## src/rtl/sdram_arbiter.sv

```systemverilog
// Two-port arbiter in front of sdram_controller: port 0 (flash-emulation reads) has
// fixed priority, port 1 (command parser) is forced through after MAX_WAIT lost grants.
module sdram_arbiter #(
    parameter int ADDR_BITS = 25,
    parameter int MAX_WAIT  = 8,
    parameter int TIMEOUT   = 64
) (
    input  logic                 clk,
    input  logic                 reset,

    input  logic [ADDR_BITS-1:0] p0_addr,
    input  logic                 p0_enable,
    output logic                 p0_busy,
    output logic [7:0]           p0_rd_data,
    output logic                 p0_rd_ready,
    output logic                 p0_timeout,

    input  logic [ADDR_BITS-1:0] p1_addr,
    input  logic                 p1_we,
    input  logic [7:0]           p1_wr_data,
    input  logic                 p1_enable,
    input  logic                 p1_refresh_inhibit,
    output logic                 p1_busy,
    output logic [7:0]           p1_rd_data,
    output logic                 p1_rd_ready,

    output logic [ADDR_BITS-1:0] sd_addr,
    output logic                 sd_we,
    output logic [7:0]           sd_wr_data,
    output logic                 sd_enable,
    output logic                 sd_refresh_inhibit,
    input  logic [7:0]           sd_rd_data,
    input  logic                 sd_rd_ready,
    input  logic                 sd_busy
);

    localparam int STARVE_W = $clog2(MAX_WAIT + 1);
    localparam int WAIT_W   = (TIMEOUT > 1) ? $clog2(TIMEOUT) : 1;

    typedef enum logic [1:0] {
        ST_IDLE,
        ST_ISSUE,
        ST_WAIT
    } state_t;

    state_t state_q, state_d;

    logic                 p0_pend, p1_pend;
    logic [ADDR_BITS-1:0] p0_addr_q, p1_addr_q;
    logic                 p1_we_q;
    logic [7:0]           p1_data_q;
    logic                 owner_q;      // 0 = port 0, 1 = port 1
    logic [STARVE_W-1:0]  starve_q;
    logic [WAIT_W-1:0]    wait_cnt;

    logic grant, grant_p1, rd_done, wr_done, rd_abort;
    logic p0_accept, p1_accept;

    assign p0_accept = p0_enable && !p0_busy;
    assign p1_accept = p1_enable && !p1_busy;

    always_ff @(posedge clk) begin
        if (reset) state_q <= ST_IDLE;
        else       state_q <= state_d;
    end

    // NOTE: every output of this block gets a default first, so no path leaves a
    // variable unassigned and no latch is inferred.
    always_comb begin
        state_d  = state_q;
        grant    = 1'b0;
        grant_p1 = 1'b0;
        rd_done  = 1'b0;
        wr_done  = 1'b0;
        rd_abort = 1'b0;
        case (state_q)
            ST_IDLE: begin
                if ((p0_pend || p1_pend) && !sd_busy) begin
                    grant    = 1'b1;
                    grant_p1 = p1_pend && (!p0_pend || starve_q == STARVE_W'(MAX_WAIT));
                    state_d  = ST_ISSUE;
                end
            end
            ST_ISSUE: state_d = ST_WAIT;
            ST_WAIT: begin
                if (!sd_we) begin
                    if (sd_rd_ready)                         rd_done  = 1'b1;
                    else if (wait_cnt == WAIT_W'(TIMEOUT - 1)) rd_abort = 1'b1;
                end else if (wait_cnt != '0 && !sd_busy) begin
                    // first write cycle is skipped so the controller has time to raise sd_busy
                    wr_done = 1'b1;
                end
                if (rd_done || wr_done || rd_abort) state_d = ST_IDLE;
            end
            default: state_d = ST_IDLE;
        endcase
    end

    // NOTE: state is updated with non-blocking assignments so every register
    // samples the pre-edge values of the others, independent of statement order.
    always_ff @(posedge clk) begin
        if (reset) begin
            p0_pend            <= 1'b0;
            p1_pend            <= 1'b0;
            p0_addr_q          <= '0;
            p1_addr_q          <= '0;
            p1_we_q            <= 1'b0;
            p1_data_q          <= 8'h00;
            owner_q            <= 1'b0;
            starve_q           <= '0;
            wait_cnt           <= '0;
            p0_busy            <= 1'b0;
            p1_busy            <= 1'b0;
            p0_rd_data         <= 8'h00;
            p1_rd_data         <= 8'h00;
            p0_rd_ready        <= 1'b0;
            p1_rd_ready        <= 1'b0;
            p0_timeout         <= 1'b0;
            sd_addr            <= '0;
            sd_we              <= 1'b0;
            sd_wr_data         <= 8'h00;
            sd_enable          <= 1'b0;
            sd_refresh_inhibit <= 1'b0;
        end else begin
            sd_enable   <= 1'b0;
            p0_rd_ready <= 1'b0;
            p1_rd_ready <= 1'b0;
            p0_timeout  <= 1'b0;

            if (p0_accept) begin
                p0_pend   <= 1'b1;
                p0_busy   <= 1'b1;
                p0_addr_q <= p0_addr;
            end
            if (p1_accept) begin
                p1_pend   <= 1'b1;
                p1_busy   <= 1'b1;
                p1_addr_q <= p1_addr;
                p1_we_q   <= p1_we;
                p1_data_q <= p1_wr_data;
            end

            if (grant) owner_q <= grant_p1;
            if (grant && !grant_p1 && p1_pend) starve_q <= starve_q + STARVE_W'(1);
            else if (grant_p1 || !p1_pend)      starve_q <= '0;

            if (state_q == ST_ISSUE) begin
                sd_enable <= 1'b1;
                if (owner_q) begin
                    sd_addr    <= p1_addr_q;
                    sd_we      <= p1_we_q;
                    sd_wr_data <= p1_data_q;
                    p1_pend    <= 1'b0;
                end else begin
                    sd_addr    <= p0_addr_q;
                    sd_we      <= 1'b0;
                    sd_wr_data <= 8'h00;
                    p0_pend    <= 1'b0;
                end
            end

            if (state_q == ST_WAIT) begin
                if (wait_cnt != '1) wait_cnt <= wait_cnt + WAIT_W'(1);
            end else begin
                wait_cnt <= '0;
            end

            if (rd_done) begin
                if (owner_q) begin
                    p1_rd_data  <= sd_rd_data;
                    p1_rd_ready <= 1'b1;
                    p1_busy     <= 1'b0;
                end else begin
                    p0_rd_data  <= sd_rd_data;
                    p0_rd_ready <= 1'b1;
                    p0_busy     <= 1'b0;
                end
            end
            if (wr_done) p1_busy <= 1'b0;
            if (rd_abort) begin
                if (owner_q) begin
                    p1_busy <= 1'b0;
                end else begin
                    p0_busy    <= 1'b0;
                    p0_timeout <= 1'b1;
                end
            end

            sd_refresh_inhibit <= p1_refresh_inhibit || (!owner_q && state_q != ST_IDLE);
        end
    end

endmodule
```

## config.mk

```make
export PLATFORM = sky130hd
export DESIGN_NAME = sdram_arbiter
export DESIGN_NICKNAME = d
export VERILOG_FILES = /design/src/rtl/sdram_arbiter.sv
export SDC_FILE = /design/constraint.sdc
export NUM_CORES = 1
export LEC_CHECK = 0
export ABC_CLOCK_PERIOD_IN_PS = 4300
export CAP_MARGIN = 30
export CORE_MARGIN = 5
export CORE_UTILIZATION = 35
export CTS_CLUSTER_SIZE = 12
export DETAILED_ROUTE_END_ITERATION = 6
export PLACE_DENSITY = 0.61
export SKIP_LAST_GASP = 1
export SYNTH_ARGS = -nofsm -noshare
export SYNTH_HDL_FRONTEND = slang
export SYNTH_SLANG_ARGS = --single-unit
```

## constraint.sdc

```tcl
create_clock -name clk -period 4.3 [get_ports clk]
set_input_delay 0.645 -clock clk [delete_from_list [all_inputs] [get_ports clk]]
set_output_delay 0.645 -clock clk [all_outputs]
set_load 0.02 [all_outputs]
```

==> flow_summary.toml <==
[yosys]
yosysTopAreaCellShare = 0.516
synth_area_mm2 = 0.00508
syn-num-nets = 685
syn_inst = 607
synth.area.top_cells = "dfxtp_1, nand2_1, a21oi_1"
ys.flop_type = "dfxtp_1"
synth_edf_count = 0
ys_types = 41
ys_ff_latch = 131
yosysWarnings = 0
syn_area_per_cell_um2 = 8.37
synth_top_area_cell = "dfxtp_1"
seq_area_frac_synth = 0.516
async_flop_share = 0

[routing]
drc = 0
ant_nets = 0
via_per_inst = 4.99
drt_iter0_drc = 222
wire_per_inst_um = 15.2
first_pass_iters = 4
routed_wl_um = 13800
num_vias = 4507

[worst_hold_path]
hp-class = "flop to flop"

[sta]
worst_clock_skew_ps = 5.39
fmax_mhz = 441
fin_crit_ps = 2270
hold_viol = 0
whs_ps = 452
setup_viol = 0
rsz0062_at_grt = "false"
drv_slew = 0
fin_ws_ps = 2030
worst_pin_slew_ps = 850
period_share = 0.527
timing.slew.headroom = 0.433
finalSetupTns_ps = 0

[floorplan]
initial_core_util = 0.353
dieArea_mm2 = 0.0170
fp.dieH_um = 130
core_mm2 = 0.0144
ios = 131
die_x_um = 130
num_rows = 44

[pwr]
power_leakage_nw = 2.38
peakVddDrop_mv = 0.258
cellPowerDensity_mw_per_mm2 = 426

[global_route]
grt_antenna_before_repair = 0
grt_max_degree = 83
grt_use_total = 0.167
gr-total-overflow = 0
grt_pass1_vias = 4489
grt_first_pass_wirelength_um = 22500

[worst_setup_path]
slowest_stage = "clkdlybuf4s50_1"
cp_max_fo = 9
crit_buf_inv = 1
crit_path_end_kind = "output port"
worstPathRequired_ps = 3650
cpPeakStageDelay_ps = 680
worst-endpoint-arrival_ps = 1620
start_kind = "flop"
cp_top_family = "buffers and inverters"
path_cells = "clkdlybuf4s50_1"
crit_type = "flop to output port"

[final_layout]
fin_nets = 786
finalInstanceArea_mm2 = 0.00703
area_growth_pct = 38.4
fill_cells = 1352
diodes = 0
layout-drive-gt1-share = 0.0569

[place]
pre_cts_ws_ps = 1800
place_area_mm2 = 0.00646
hpwlAfterDp_um = 8980
io_buffers = 130
globalplace.congestion = 0.738

[job]
maxCapViolCount = 0

[clocking]
cts_made_buffers = 17
ctsHoldBuffers = 0
cts.path.max_buffers = 2
cts-resized-gates = 0
cts.htree.levels = 4
cts.sinks = 131
clk_latency_ps = 410
root_buffer = "clkbuf_16"
clk_pin_slew_ps = 50
cts_tree = "yes"
postCtsSetupBuffers = 0

[outcome]
status = "finished clean"
## cell families after synthesis
logic type | after synthesis | share of synthesized area
AND/OR/NAND/NOR | 225 | 0.198
multiplexers | 25 | 0.0493
adder cells (fa/ha/maj) | 4 | 0.00986
XOR/XNOR | 2 | 0.00345
buffers and inverters | 65 | 0.0515
AO/OA/AOI/OAI | 155 | 0.172
flip-flops | 131 | 0.516
## cell usage in the layout, fill, tap and decap left out, types with 2 or more instances in the layout
cell / instances
a211oi_1: 28
a21oi_1: 95
buf_4: 8
clkbuf_1: 4
clkbuf_16: 17
clkbuf_8: 6
clkdlybuf4s50_1: 129
clkinv_2: 3
dfxtp_1: 130
ha_1: 4
inv_1: 9
mux2i_1: 25
nand2_1: 131
nand2b_1: 6
nand3_1: 30
nand4_1: 4
nor2_1: 29
nor2b_1: 2
nor2b_2: 2
nor3_1: 5
nor3b_1: 2
nor4_1: 3
o21ai_0: 14
o21ai_1: 8
o21bai_1: 2
o22ai_1: 2
## worst paths after layout
| path | startpoint | to | slack [ps] | cells past startpoint |
|---|---|---|---|---|
| worst max-delay path | sd_we$_SDFFE_PP0P_ | sd_we | 2030 | 1 |
| worst min-delay path | p1_addr_q[20]$_SDFFE_PP0P_ | p1_addr_q[20]$_SDFFE_PP0P_ | 450 | 2 |
| worst max register to register | state_q[0]$_SDFFE_PP0P_ | sd_wr_data[6]$_SDFFE_PP0P_ | 2230 | 4 |
| worst min register to register | p1_addr_q[20]$_SDFFE_PP0P_ | p1_addr_q[20]$_SDFFE_PP0P_ | 450 | 2 |
## report_power, final
part / total [mW] / internal [mW] / switching (mW)
sequential: 1.30 / 1.27 / 0.0341
clock: 1.38 / 0.882 / 0.495
combinational: 0.315 / 0.149 / 0.166
total: 3.00 / 2.30 / 0.695
## cell type report
class	count	area, um2	share of cell area
clock inverters	4	45.0	0.00641
well taps	184	230	0.0328
multi-input cells	411	2210	0.314
flip-flops and latches	131	2620	0.373
clock buffers	27	523	0.0744
repair buffers	138	1370	0.194
inverters	9	33.8	0.00481
## cell usage after synthesis (2+ instances only)
| master | number |
|---|---|
| a211oi_1 | 28 |
| a21oi_1 | 95 |
| buf_1 | 2 |
| buf_2 | 11 |
| clkbuf_1 | 42 |
| dfxtp_1 | 131 |
| ha_1 | 4 |
| inv_1 | 9 |
| mux2i_1 | 25 |
| nand2_1 | 131 |
| nand2b_1 | 6 |
| nand3_1 | 30 |
| nand4_1 | 4 |
| nor2_1 | 29 |
| nor2b_1 | 5 |
| nor3_1 | 5 |
| nor3b_1 | 2 |
| nor4_1 | 3 |
| o21ai_0 | 14 |
| o21ai_1 | 8 |
| o21bai_1 | 2 |
| o22ai_1 | 2 |
## sequential cells by signal (all words and copies together), names as in the netlist, 2 cells and up
register and cells:
state_q 2, p1_rd_data 8, wait_cnt 6, p0_rd_data 8
p1_addr_q 25, p0_addr_q 25, p1_data_q 8, sd_addr 25
starve_q 4, sd_wr_data 8
## stage by stage
step                      cells  power, mW   util
after detailed placement    873       1.65  0.450
after global routing        904       3.12  0.489
final                       904       3.00  0.489
after global placement      872       1.64  0.449
after floorplan             607       1.49      -
after CTS                   904       3.04  0.489
## layer usage
metal / vias up / wire length, um / track usage
met2: 119 / 6640 / 0.271
met5: - / 0 / 0
met1: 2108 / 6190 / 0.213
li1: 2271 / - / -
met3: 9 / 801 / 0.0541
met4: 0 / 124 / 0.0496
Note: power is estimated with default switching activity, not from simulation.
